--- config.mk ---
export PLATFORM = sky130hd
export DESIGN_NAME = perf_event_counters
export DESIGN_NICKNAME = d
export VERILOG_FILES = /design/src/rtl/perf_pkg.sv /design/src/rtl/perf_cnt64.sv /design/src/rtl/perf_event_counters.sv
export SDC_FILE = /design/constraint.sdc
export NUM_CORES = 1
export LEC_CHECK = 0
export CAP_MARGIN = 20
export CORE_MARGIN = 2
export CORE_UTILIZATION = 55
export DETAILED_ROUTE_END_ITERATION = 8
export PLACE_DENSITY_LB_ADDON = 0.12
export SYNTH_ARGS = -nofsm -noshare
export SYNTH_HDL_FRONTEND = slang
export SYNTH_SLANG_ARGS = --single-unit
--- constraint.sdc ---
create_clock -name clk -period 2.27 [get_ports clk]
set_input_delay 0.227 -clock clk [delete_from_list [all_inputs] [get_ports clk]]
set_output_delay 0.227 -clock clk [all_outputs]
set_load 0.05 [all_outputs]
--- src/rtl/perf_pkg.sv ---
`default_nettype none
// ============================================================================
//  Module   : perf_pkg
//  Purpose  : Shared sizes, counter index map and read-FSM state type for the
//             performance event counter block.
//  Revision : 1.0 - initial release
// ============================================================================
package perf_pkg;

  localparam int NUM_CNT    = 8;
  localparam int NUM_HW_CNT = 7;
  localparam int CNT_W      = 64;
  localparam int HALF_W     = 32;
  localparam int IDX_W      = 3;

  localparam logic [IDX_W-1:0] IDX_CYCLES    = 3'd0;
  localparam logic [IDX_W-1:0] IDX_IFU_FETCH = 3'd1;
  localparam logic [IDX_W-1:0] IDX_IC_ACCESS = 3'd2;
  localparam logic [IDX_W-1:0] IDX_IC_HIT    = 3'd3;
  localparam logic [IDX_W-1:0] IDX_LSU_LOAD  = 3'd4;
  localparam logic [IDX_W-1:0] IDX_LSU_STORE = 3'd5;
  localparam logic [IDX_W-1:0] IDX_LSU_WAIT  = 3'd6;
  localparam logic [IDX_W-1:0] IDX_NONE      = 3'd7;

  typedef enum logic [0:0] {
    RD_IDLE = 1'b0,
    RD_RESP = 1'b1
  } rd_state_e;

endpackage
`default_nettype wire

--- src/rtl/perf_cnt64.sv ---
`default_nettype none
// ============================================================================
//  Module   : perf_cnt64
//  Purpose  : 64-bit wrapping event counter with clear and count enable.
//  Revision : 1.0 - initial release
// ============================================================================
module perf_cnt64
  import perf_pkg::*;
(
  input  logic             clk,
  input  logic             rst,
  input  logic             i_en,
  input  logic             i_inc,
  input  logic             i_clr,
  output logic [CNT_W-1:0] o_cnt
);

  logic [CNT_W-1:0] r_cnt;

  // Clear has priority over increment; overflow wraps to zero naturally.
  always_ff @(posedge clk) begin
    if (rst || i_clr) begin
      r_cnt <= '0;
    end else if (i_en && i_inc) begin
      r_cnt <= r_cnt + CNT_W'(1);
    end
  end

  assign o_cnt = r_cnt;

endmodule
`default_nettype wire

--- src/rtl/perf_event_counters.sv ---
`default_nettype none
// ============================================================================
//  Module   : perf_event_counters
//  Purpose  : Seven 64-bit performance counters with a tear-free 32-bit
//             read port (low word latches the high word into a shadow).
//  Revision : 1.0 - initial release
// ============================================================================
module perf_event_counters
  import perf_pkg::*;
(
  input  logic              clk,
  input  logic              rst,
  input  logic              i_ifu_valid,
  input  logic              i_icache_start,
  input  logic              i_icache_valid,
  input  logic              i_icache_isHit,
  input  logic              i_lsu_ren,
  input  logic              i_lsu_wen,
  input  logic              i_lsu_isWaiting,
  input  logic              i_cnt_en,
  input  logic              i_cnt_clr,
  input  logic              i_rd_req_valid,
  output logic              o_rd_req_ready,
  input  logic [IDX_W-1:0]  i_rd_req_idx,
  input  logic              i_rd_req_hi,
  output logic              o_rd_resp_valid,
  input  logic              i_rd_resp_ready,
  output logic [HALF_W-1:0] o_rd_resp_data
);

  logic [4:0]            w_lvl;
  logic [4:0]            r_prev;
  logic [4:0]            w_edge;
  logic [NUM_HW_CNT-1:0] w_inc;
  logic [CNT_W-1:0]      w_cnt [NUM_CNT];
  logic [CNT_W-1:0]      w_sel;
  logic [HALF_W-1:0]     w_rd_word;
  logic                  w_accept;
  rd_state_e             r_state;
  logic [HALF_W-1:0]     r_data;
  logic [HALF_W-1:0]     r_shadow;

  assign w_lvl = {i_lsu_isWaiting & i_lsu_wen,
                  i_lsu_isWaiting & i_lsu_ren,
                  i_icache_valid  & i_icache_isHit,
                  i_icache_start,
                  i_ifu_valid};

  // History tracks levels even while counting is frozen, so re-enable never
  // sees a stale rising edge.
  always_ff @(posedge clk) begin
    if (rst) begin
      r_prev <= '0;
    end else begin
      r_prev <= w_lvl;
    end
  end

  assign w_edge = w_lvl & ~r_prev;

  assign w_inc[IDX_CYCLES]    = 1'b1;
  assign w_inc[IDX_IFU_FETCH] = w_edge[0];
  assign w_inc[IDX_IC_ACCESS] = w_edge[1];
  assign w_inc[IDX_IC_HIT]    = w_edge[2];
  assign w_inc[IDX_LSU_LOAD]  = w_edge[3];
  assign w_inc[IDX_LSU_STORE] = w_edge[4];
  assign w_inc[IDX_LSU_WAIT]  = i_lsu_isWaiting;

  for (genvar gi = 0; gi < NUM_HW_CNT; gi++) begin : g_cnt
    perf_cnt64 u_cnt (
      .clk   (clk),
      .rst   (rst),
      .i_en  (i_cnt_en),
      .i_inc (w_inc[gi]),
      .i_clr (i_cnt_clr),
      .o_cnt (w_cnt[gi])
    );
  end

  assign w_cnt[IDX_NONE] = '0;

  assign w_sel     = w_cnt[i_rd_req_idx];
  assign w_rd_word = i_rd_req_hi ? r_shadow : w_sel[HALF_W-1:0];
  assign w_accept  = i_rd_req_valid && (r_state == RD_IDLE);

  always_ff @(posedge clk) begin
    if (rst) begin
      r_state  <= RD_IDLE;
      r_data   <= '0;
      r_shadow <= '0;
    end else if (r_state == RD_IDLE) begin
      if (w_accept) begin
        r_state <= RD_RESP;
        r_data  <= w_rd_word;
        if (!i_rd_req_hi) begin
          r_shadow <= w_sel[CNT_W-1:HALF_W];
        end
      end
    end else if (i_rd_resp_ready) begin
      r_state <= RD_IDLE;
    end
  end

  assign o_rd_req_ready  = (r_state == RD_IDLE);
  assign o_rd_resp_valid = (r_state == RD_RESP);
  assign o_rd_resp_data  = r_data;

endmodule
`default_nettype wire

After elaboration in Yosys (flattened, before gate mapping)
Index checks and enable logic that the tools add are counted.

word-level totals
  input port bits = 17
  register bits after elaboration = 518
  output and inout port bits = 34
  word-level logic and storage cells = 44

operators by class
  multiplexer cells = 7
  magnitude comparators = 1
  add/sub/neg operators = 7
  bitwise logic cells = 8
  reduce and logical (&&, ||, !) cells = 10

operators by type and width
  operator                                                  number
  adder 64 x 1 -> 64 bit, second input constant             7
  binary-select mux 64 bit (select 3 bit)                   1
  two-way mux 64 bit                                        2
  two-way mux 32 bit                                        1
  logical AND 1 bit                                         7
  AND 5 bit                                                 1
  inverter 5 bit                                            1
  greater-or-equal comparator 4 bit, second input constant  1
  inverter 3 -> 4 bit                                       1
  AND 1 bit                                                 3
  two-way mux 1 bit                                         3
  AND reduction 3 bit                                       1
  inverter 1 bit                                            2
  AND reduction 2 bit                                       1
  logical OR 1 bit                                          1

Depth between registers and ports, before layout
Gate-level depths: netlist of run 1.

  depth in word-level cells = 5
  gate-level depth with buffers = 9
  mapped depth without buffers = 6

Cells and area by module
From an unflattened synthesis of run 1, not the netlist that was laid out.

unflattened totals
  cells, all modules = 3,267
  area, all modules = 28,010.6 um^2

modules (own cells, without submodules)
  module               times used  cells each  area each (um^2)  seq. area each (um^2)
  perf_cnt64           7           379         3,141.8           1,281.2
  perf_event_counters  1           614         6,018.3           1,401.3

Worst setup path after synthesis of run 1
OpenSTA, ideal clock, no wires.

  path kind = register to register
  start = register g_cnt[4].u_cnt.r_cnt[26]
  end = register g_cnt[4].u_cnt.r_cnt[61]
  slack = -0.074 ns
  setup time = 0.070 ns
  stages on the path, launching flop included = 8
  buffers on the path = 2
  data required time = 2.200 ns
  period minus slack after synthesis = 2.344 ns
  data arrival time = 2.274 ns
  cells stage by stage = dfxtp_1 -> nand3_1 -> or4_1 -> clkbuf_1 -> or4_4 -> buf_6 -> or3_1 -> a21oi_1

between the ends
  word-level cells in the longest chain between the ends = 1

RTL lines
  what                      line              text
  start: declaration        perf_cnt64.sv:18  logic [CNT_W-1:0] r_cnt;
  start signal: assignment  perf_cnt64.sv:25  r_cnt <= r_cnt + CNT_W'(1);
  adder 64 x 1 -> 64 bit    perf_cnt64.sv:25

No other way between the ends.
A chain may end at the register's enable or synchronous reset.

Worst setup path in the final report of run 1
  start = register g_cnt[4].u_cnt.r_cnt[9]
  end = register g_cnt[4].u_cnt.r_cnt[51]

The elaborated chain is that of the path after synthesis.

==> metrics, run 1 <==
Post-Place Worst Slack -476.5 ps; r2r startpoint g_cnt[4].u_cnt.o_cnt[9]$_SDFFE_PP0P_; status finished clean; Post-DP Area 30,760 sq um; CP Cell Sequence nand4_4 > or4_4 > or4_4 > or3_1 > a21oi_1; Buf/Inv on CP 0; RSZ-0062 raised after global routing true; Switching Share 23.45%; DP Wirelength 66.36 mm; footprint of the multi-input gates 15,870 sq um; Residual DRC 0; Hold Crit Class input pin to flop; top cells by area, synth dfxtp_1 (39%), mux4_2 (5.4%), nor2_1 (5.1%); fmax 446.8 MHz; largest family of logic cells by synthesized area simple AND/OR/NAND/NOR gates; maximum vdd ir drop 0.8853 mV; part of the cycle the worst path needs 98.59%; Non-Filler Instances 4,219; Register Area 10,400 sq um; Syn Inst Count 3,207; reg2reg end g_cnt[4].u_cnt.o_cnt[51]$_SDFFE_PP0P_; Final Max Tran Viols 0; Cell Count Post-Placement 4,103; Ys Warns 0; Critical Path Fanout Max 7; Reg2Reg Depth 5; leakage 0.01081 uW; Worst path most repeated cell or4_4; register area share after synthesis 38.52%; die width 225.2 um; CP Data Arrival Time 2790 ps; drt total wl 88.41 mm; Worst path depth 5; CTS tree done; Via density 6.325; Final Hold Fails 0; Post-Synth XOR/XNOR Area 7.515%; Cell Rows 81; predominant post-synthesis flop cell dfxtp_1; Mean Syn Cell Area 8.395 sq um; clock net sink count 518; Synth Cell Area 26,920 sq um; Top delay family on crit path simple AND/OR/NAND/NOR gates; number of enable flip-flop cells after synthesis 0; Overall Global Routing Usage 34.03%; TritonRoute pass-1 iters 8; Worst-Skew Late Latency 630 ps; Die Area 50,740 sq um; logic gate share of total power 5.1%; Hold-fix buffers, CTS 0; largest net degree at the start of global routing 74; DRT antenna net count 0; Vias 26,686; DIE HEIGHT 225.2 um; Final Net Count 3,576; I/O Pins 51; Core ar. 48,650 sq um; Yosys cell types 55; FFs w/ async S/R, synth 0%; Bufs on Longest Clock Path 3; share of power burned in registers 46.3%; FF-to-FF setup slack 30 ps; Crit Path Category flop to flop; Initial Util 55.34%; Root Buffer clkbuf_16; post-route cell area 33,010 sq um; syn_nets 3,231; first-pass GRT wire length 135.3 mm; Slew @ Worst Pin 759.1 ps; layout cell share with drive strength beyond 1 19.18%; Synth area leader dfxtp_1; clock share of power 48.6%; Max-Cap Viols 0; Final setup viols 0; Synth top cells by count dfxtp_1 (518), nor2_1 (368), nand2_1 (239), a21oi_1 (225), nand4_1 (183); Total Neg Setup Slack 0 ps; initial antenna violation count 0; I/O Buffers 50; top-area cell type share of the netlist area 38.52%; flops & latches, synth 518; vias in the first global route 24,817; RD Place Congestion 0.9669; Layout fillers 4,001; skew final 18.80 ps; simple-gate area share of the yosys netlist 28.53%; CTS Buf Count 56; Synth Area in Adders 0.3253%; CP endpoint g_cnt[4].u_cnt.o_cnt[51]$_SDFFE_PP0P_; H-tree depth 2; Slew headroom 49.40%; post-synthesis mux area share 9.337%; CP max stage cell or4_4; crit start category flop; Reg clk slew, reported paths 60 ps; Internal Power 15,260 uW; Area Overhead vs Synth 22.63%; most common cell in the netlist dfxtp_1; crit-path max cell delay 620 ps; Critical Path Sink Type flop; grt ovf 0; CP startpoint g_cnt[4].u_cnt.o_cnt[9]$_SDFFE_PP0P_; Final Total Pwr 19,940 uW; Sw Pwr 4675 uW; cell area power density 603.9 nW/um^2; Synth Area in Compound Gates 12.29%; Inserted Diodes 0; Initial DRC Count 2,792; Req. time, crit path 2830 ps; final worst path period need 2238 ps; drt wl/cell 20.96 um; worst setup margin 32.07 ps
## per-stage QoR
| step | hold slack [ps] | util [%] |
|---|---|---|
| after global routing | 112.6 | 67.87 |
| final | 116.3 | 67.87 |
| after global placement | 464.5 | 63.24 |
| after floorplan | 327.1 | - |
| after detailed placement | 476.7 | 63.24 |
| after CTS | 88.42 | 67.30 |
## area by class of cell
type                       instances  area share (%)
sequential                       518           31.49
clock inverter                    20          0.7201
inverter                          76          0.8641
clock buffer                      83           5.166
tap                              622           2.357
timing repair buffer             455           11.33
multi-input combinational       2445           48.07
## power groups by stage
stage	combinational (uW)	clock [uW]	sequential, uW
floorplan	545	0	9490
global placement	997	0	9420
detailed placement	1010	0	9430
CTS	1010	9800	9220
global route	1080	10200	9220
finish	1020	9690	9230
## placed cells by master (no fill, tap or decap), types with 15 or more instances in the layout
cell type        count
a21oi_1            221
o31ai_1             35
mux2_2              33
mux4_2              64
dfxtp_1            499
nand2_1            238
buf_12              17
mux2i_1             70
nand4_1            183
and3_1              37
xnor2_1             84
a211oi_1            33
o21ai_0            182
nor3_1              55
nand3_1            165
and4_1              27
inv_1               76
nor4_2              15
or4_1               48
a221oi_1            64
clkdlybuf4s50_1     45
buf_4              388
xor2_1             147
nor2_1             366
nor4_1              72
clkbuf_16           58
clkbuf_8            16
dfxtp_2             18
nand2b_1            33
or3_1              155
## worst reg2reg max path, cell delays in order, from the launching register on
cell,delay (ps)
dfxtp_4,360
nand4_4,110
or4_4,620
or4_4,620
or3_1,330
a21oi_1,150
## worst min path at each step
stage | from | cells past startpoint | endpoint
6_report | rst | 3 | g_cnt[5].u_cnt.o_cnt[55]$_SDFFE_PP0P_
5_1_grt | rst | 3 | g_cnt[5].u_cnt.o_cnt[55]$_SDFFE_PP0P_
4_1_cts | rst | 3 | g_cnt[5].u_cnt.o_cnt[55]$_SDFFE_PP0P_
3_5_place_dp | g_cnt[0].u_cnt.o_cnt[63]$_SDFFE_PP0P_ | 2 | g_cnt[0].u_cnt.o_cnt[63]$_SDFFE_PP0P_
3_3_place_gp | g_cnt[6].u_cnt.o_cnt[63]$_SDFFE_PP0P_ | 2 | g_cnt[6].u_cnt.o_cnt[63]$_SDFFE_PP0P_
2_1_floorplan | i_rd_resp_ready | 1 | o_rd_resp_valid$_SDFF_PP0_
## registers in the layout, summed over array words and instances, names as in the netlist
register,count
o_rd_resp_data,32
o_rd_resp_valid,1
r_prev,5
g_cnt.u_cnt.o_cnt,448
r_shadow,32
## per-layer routing
layer  share of wire, %  routed length, um  up-vias  track usage [%]
li1                   -                  -    12534                -
met1                 41              36440    12840            45.07
met2                 46              40670     1086            54.93
met3                7.2               6350      226            4.146
met4                5.6               4947        0            17.22
met5                  0                  0        -                0
## kinds of logic (layout without fill, tap and decap cells)
logic type	after synthesis	count (layout)
compound gates	564	564
xor+xnor	231	231
fa+ha+maj	7	7
buf+inv	245	634
flops	518	518
mux	167	167
simple gates	1475	1476
## timing repair
item | 4_1_cts | 5_1_grt
setup endpoints to repair | 10 | 62
endpoints found under the hold margin | 0 | 0
resized for setup | 3 | 43
gates cloned | 0 | 1
pin swaps | 3 | 20
buffers inserted | 2 | 10
No activity file was read; power rests on OpenSTA's default activity.
==> run 2: changes to the inputs <==
CORE_MARGIN = 5   (was 2)
SKIP_LAST_GASP = 1   (was default)
==> metrics, run 2 (synthesis gave the netlist of run 1 again) <==
Initial DRC Count 3,125; Root Buffer clkbuf_16; Hold WS 133.6 ps; DP Wirelength 66.27 mm; fmax 441.5 MHz; Slew @ Worst Pin 687.9 ps; I/O Pins 51; Residual DRC 0; clock net sink count 518; Vias 26,934; Hold-fix buffers, CTS 0; status finished clean; layout cell share with drive strength beyond 1 19.37%; DRT antenna net count 0; RD Place Congestion 0.9793; Critical Path Fanout Max 7; Final setup viols 0; Final Hold Fails 0; Area Overhead vs Synth 22.56%; Die Area 53,470 sq um; vias in the first global route 25,214; Via density 6.381; crit-path max cell delay 600 ps; most common cell after layout, fill and taps aside dfxtp_1; Slew headroom 54.09%; H-tree depth 2; CP Cell Sequence nand4_1 > or4_4 > buf_4 > or4_4 > buf_4 > o21ai_0 > a21oi_1; die width 231.2 um; CP Data Arrival Time 2760 ps; Layout fillers 4,028; Worst-Skew Late Latency 610 ps; DIE HEIGHT 231.2 um; skew final 15.68 ps; initial antenna violation count 0; TritonRoute pass-1 iters 5; Req. time, crit path 2760 ps; leakage 0.01076 uW; Hold Crit Class input pin to flop; Overall Global Routing Usage 31.85%; Core ar. 48,650 sq um; Cell Rows 81; CTS Buf Count 55; maximum vdd ir drop 0.5152 mV; drt wl/cell 21.03 um; CTS tree done; Reg clk slew, reported paths 60 ps; Crit Path Category flop to flop; CP max stage cell or4_4; most frequent cells in the layout dfxtp_1 (496), buf_4 (399), nor2_1 (365), nand2_1 (238), a21oi_1 (222); largest net degree at the start of global routing 74; Critical Path Sink Type flop; max reg flops 448; cell area power density 589.7 nW/um^2; grt ovf 0; first-pass GRT wire length 137.0 mm; I/O Buffers 50; Final Net Count 3,585; RSZ-0062 raised after global routing true; Bufs on Longest Clock Path 3; crit start category flop; Post-Place Worst Slack -496.8 ps; Initial Util 55.34%; Final Max Tran Viols 0; Max-Cap Viols 0; worst setup margin 4.891 ps; drt total wl 88.77 mm; part of the cycle the worst path needs 99.78%; final worst path period need 2265 ps
==> run 2: timing repair <==
action	4_1_cts	5_1_grt
buffers inserted	2	23
endpoints found under the hold margin	0	0
gates cloned	1	0
endpoints found under the setup margin	15	71
pin swaps	0	26
gates resized for setup	7	44
==> run 2: path summary, 6_finish.rpt <==
kind                                                             from                                    end  slack, ps  cells past startpoint
worst max-delay path             g_cnt[4].u_cnt.o_cnt[3]$_SDFFE_PP0P_  g_cnt[4].u_cnt.o_cnt[51]$_SDFFE_PP0P_          5                      7
worst max register to register   g_cnt[4].u_cnt.o_cnt[3]$_SDFFE_PP0P_  g_cnt[4].u_cnt.o_cnt[51]$_SDFFE_PP0P_          5                      7
worst min-delay path                                              rst  g_cnt[3].u_cnt.o_cnt[39]$_SDFFE_PP0P_        130                      4
worst min register to register  g_cnt[6].u_cnt.o_cnt[63]$_SDFFE_PP0P_  g_cnt[6].u_cnt.o_cnt[63]$_SDFFE_PP0P_        470                      2
==> run 2: per-stage QoR <==
stage	setup TNS [ps]	cells	area, sq um	util [%]	power [uW]
after floorplan	-0.008438	3207	26970	-	10030
after CTS	0	4197	32630	67.08	19540
after global placement	-57760	4100	30740	63.19	10440
after detailed placement	-67170	4100	30740	63.19	10450
after global routing	-247.4	4220	32990	67.82	20010
final	0	4221	33000	67.83	19460
==> run 2: report_power, final <==
group	switching, uW	leakage, uW	internal (uW)	total (uW)
Clock	3720	0.000914	5460	9190
Combinational	674	0.00566	369	1040
Sequential	67.7	0.00419	9160	9230
Total	4460	0.0108	15000	19500
==> run 2: cell type report <==
class	count	area, sq um	share of cell area, %
clock buffers	83	1705	5.169
multi-input cells	2445	15880	48.12
well taps	622	778.2	2.359
clock inverters	11	130.1	0.3944
diodes	1	2.502	0.007584
repair buffers	465	3815	11.56
flip-flops and latches	518	10400	31.52
inverters	76	285.3	0.8646
==> run 2: critical path: cells and delay by family, from the launching register on <==
kind	cells	cell delay, ps
and+or+nand+nor	3	1260
AOI/OAI and AO/OA	2	210
buffers and inverters	2	350
DFF	1	330
==> run 2: per-layer routing <==
layer / share of wire (%) / vias up / global-route usage, %
met5: 0 / - / 0
met4: 5.1 / 0 / 14.36
met3: 7.7 / 237 / 4.104
met2: 46 / 1135 / 51.96
met1: 41 / 13024 / 42.51
li1: - / 12538 / -
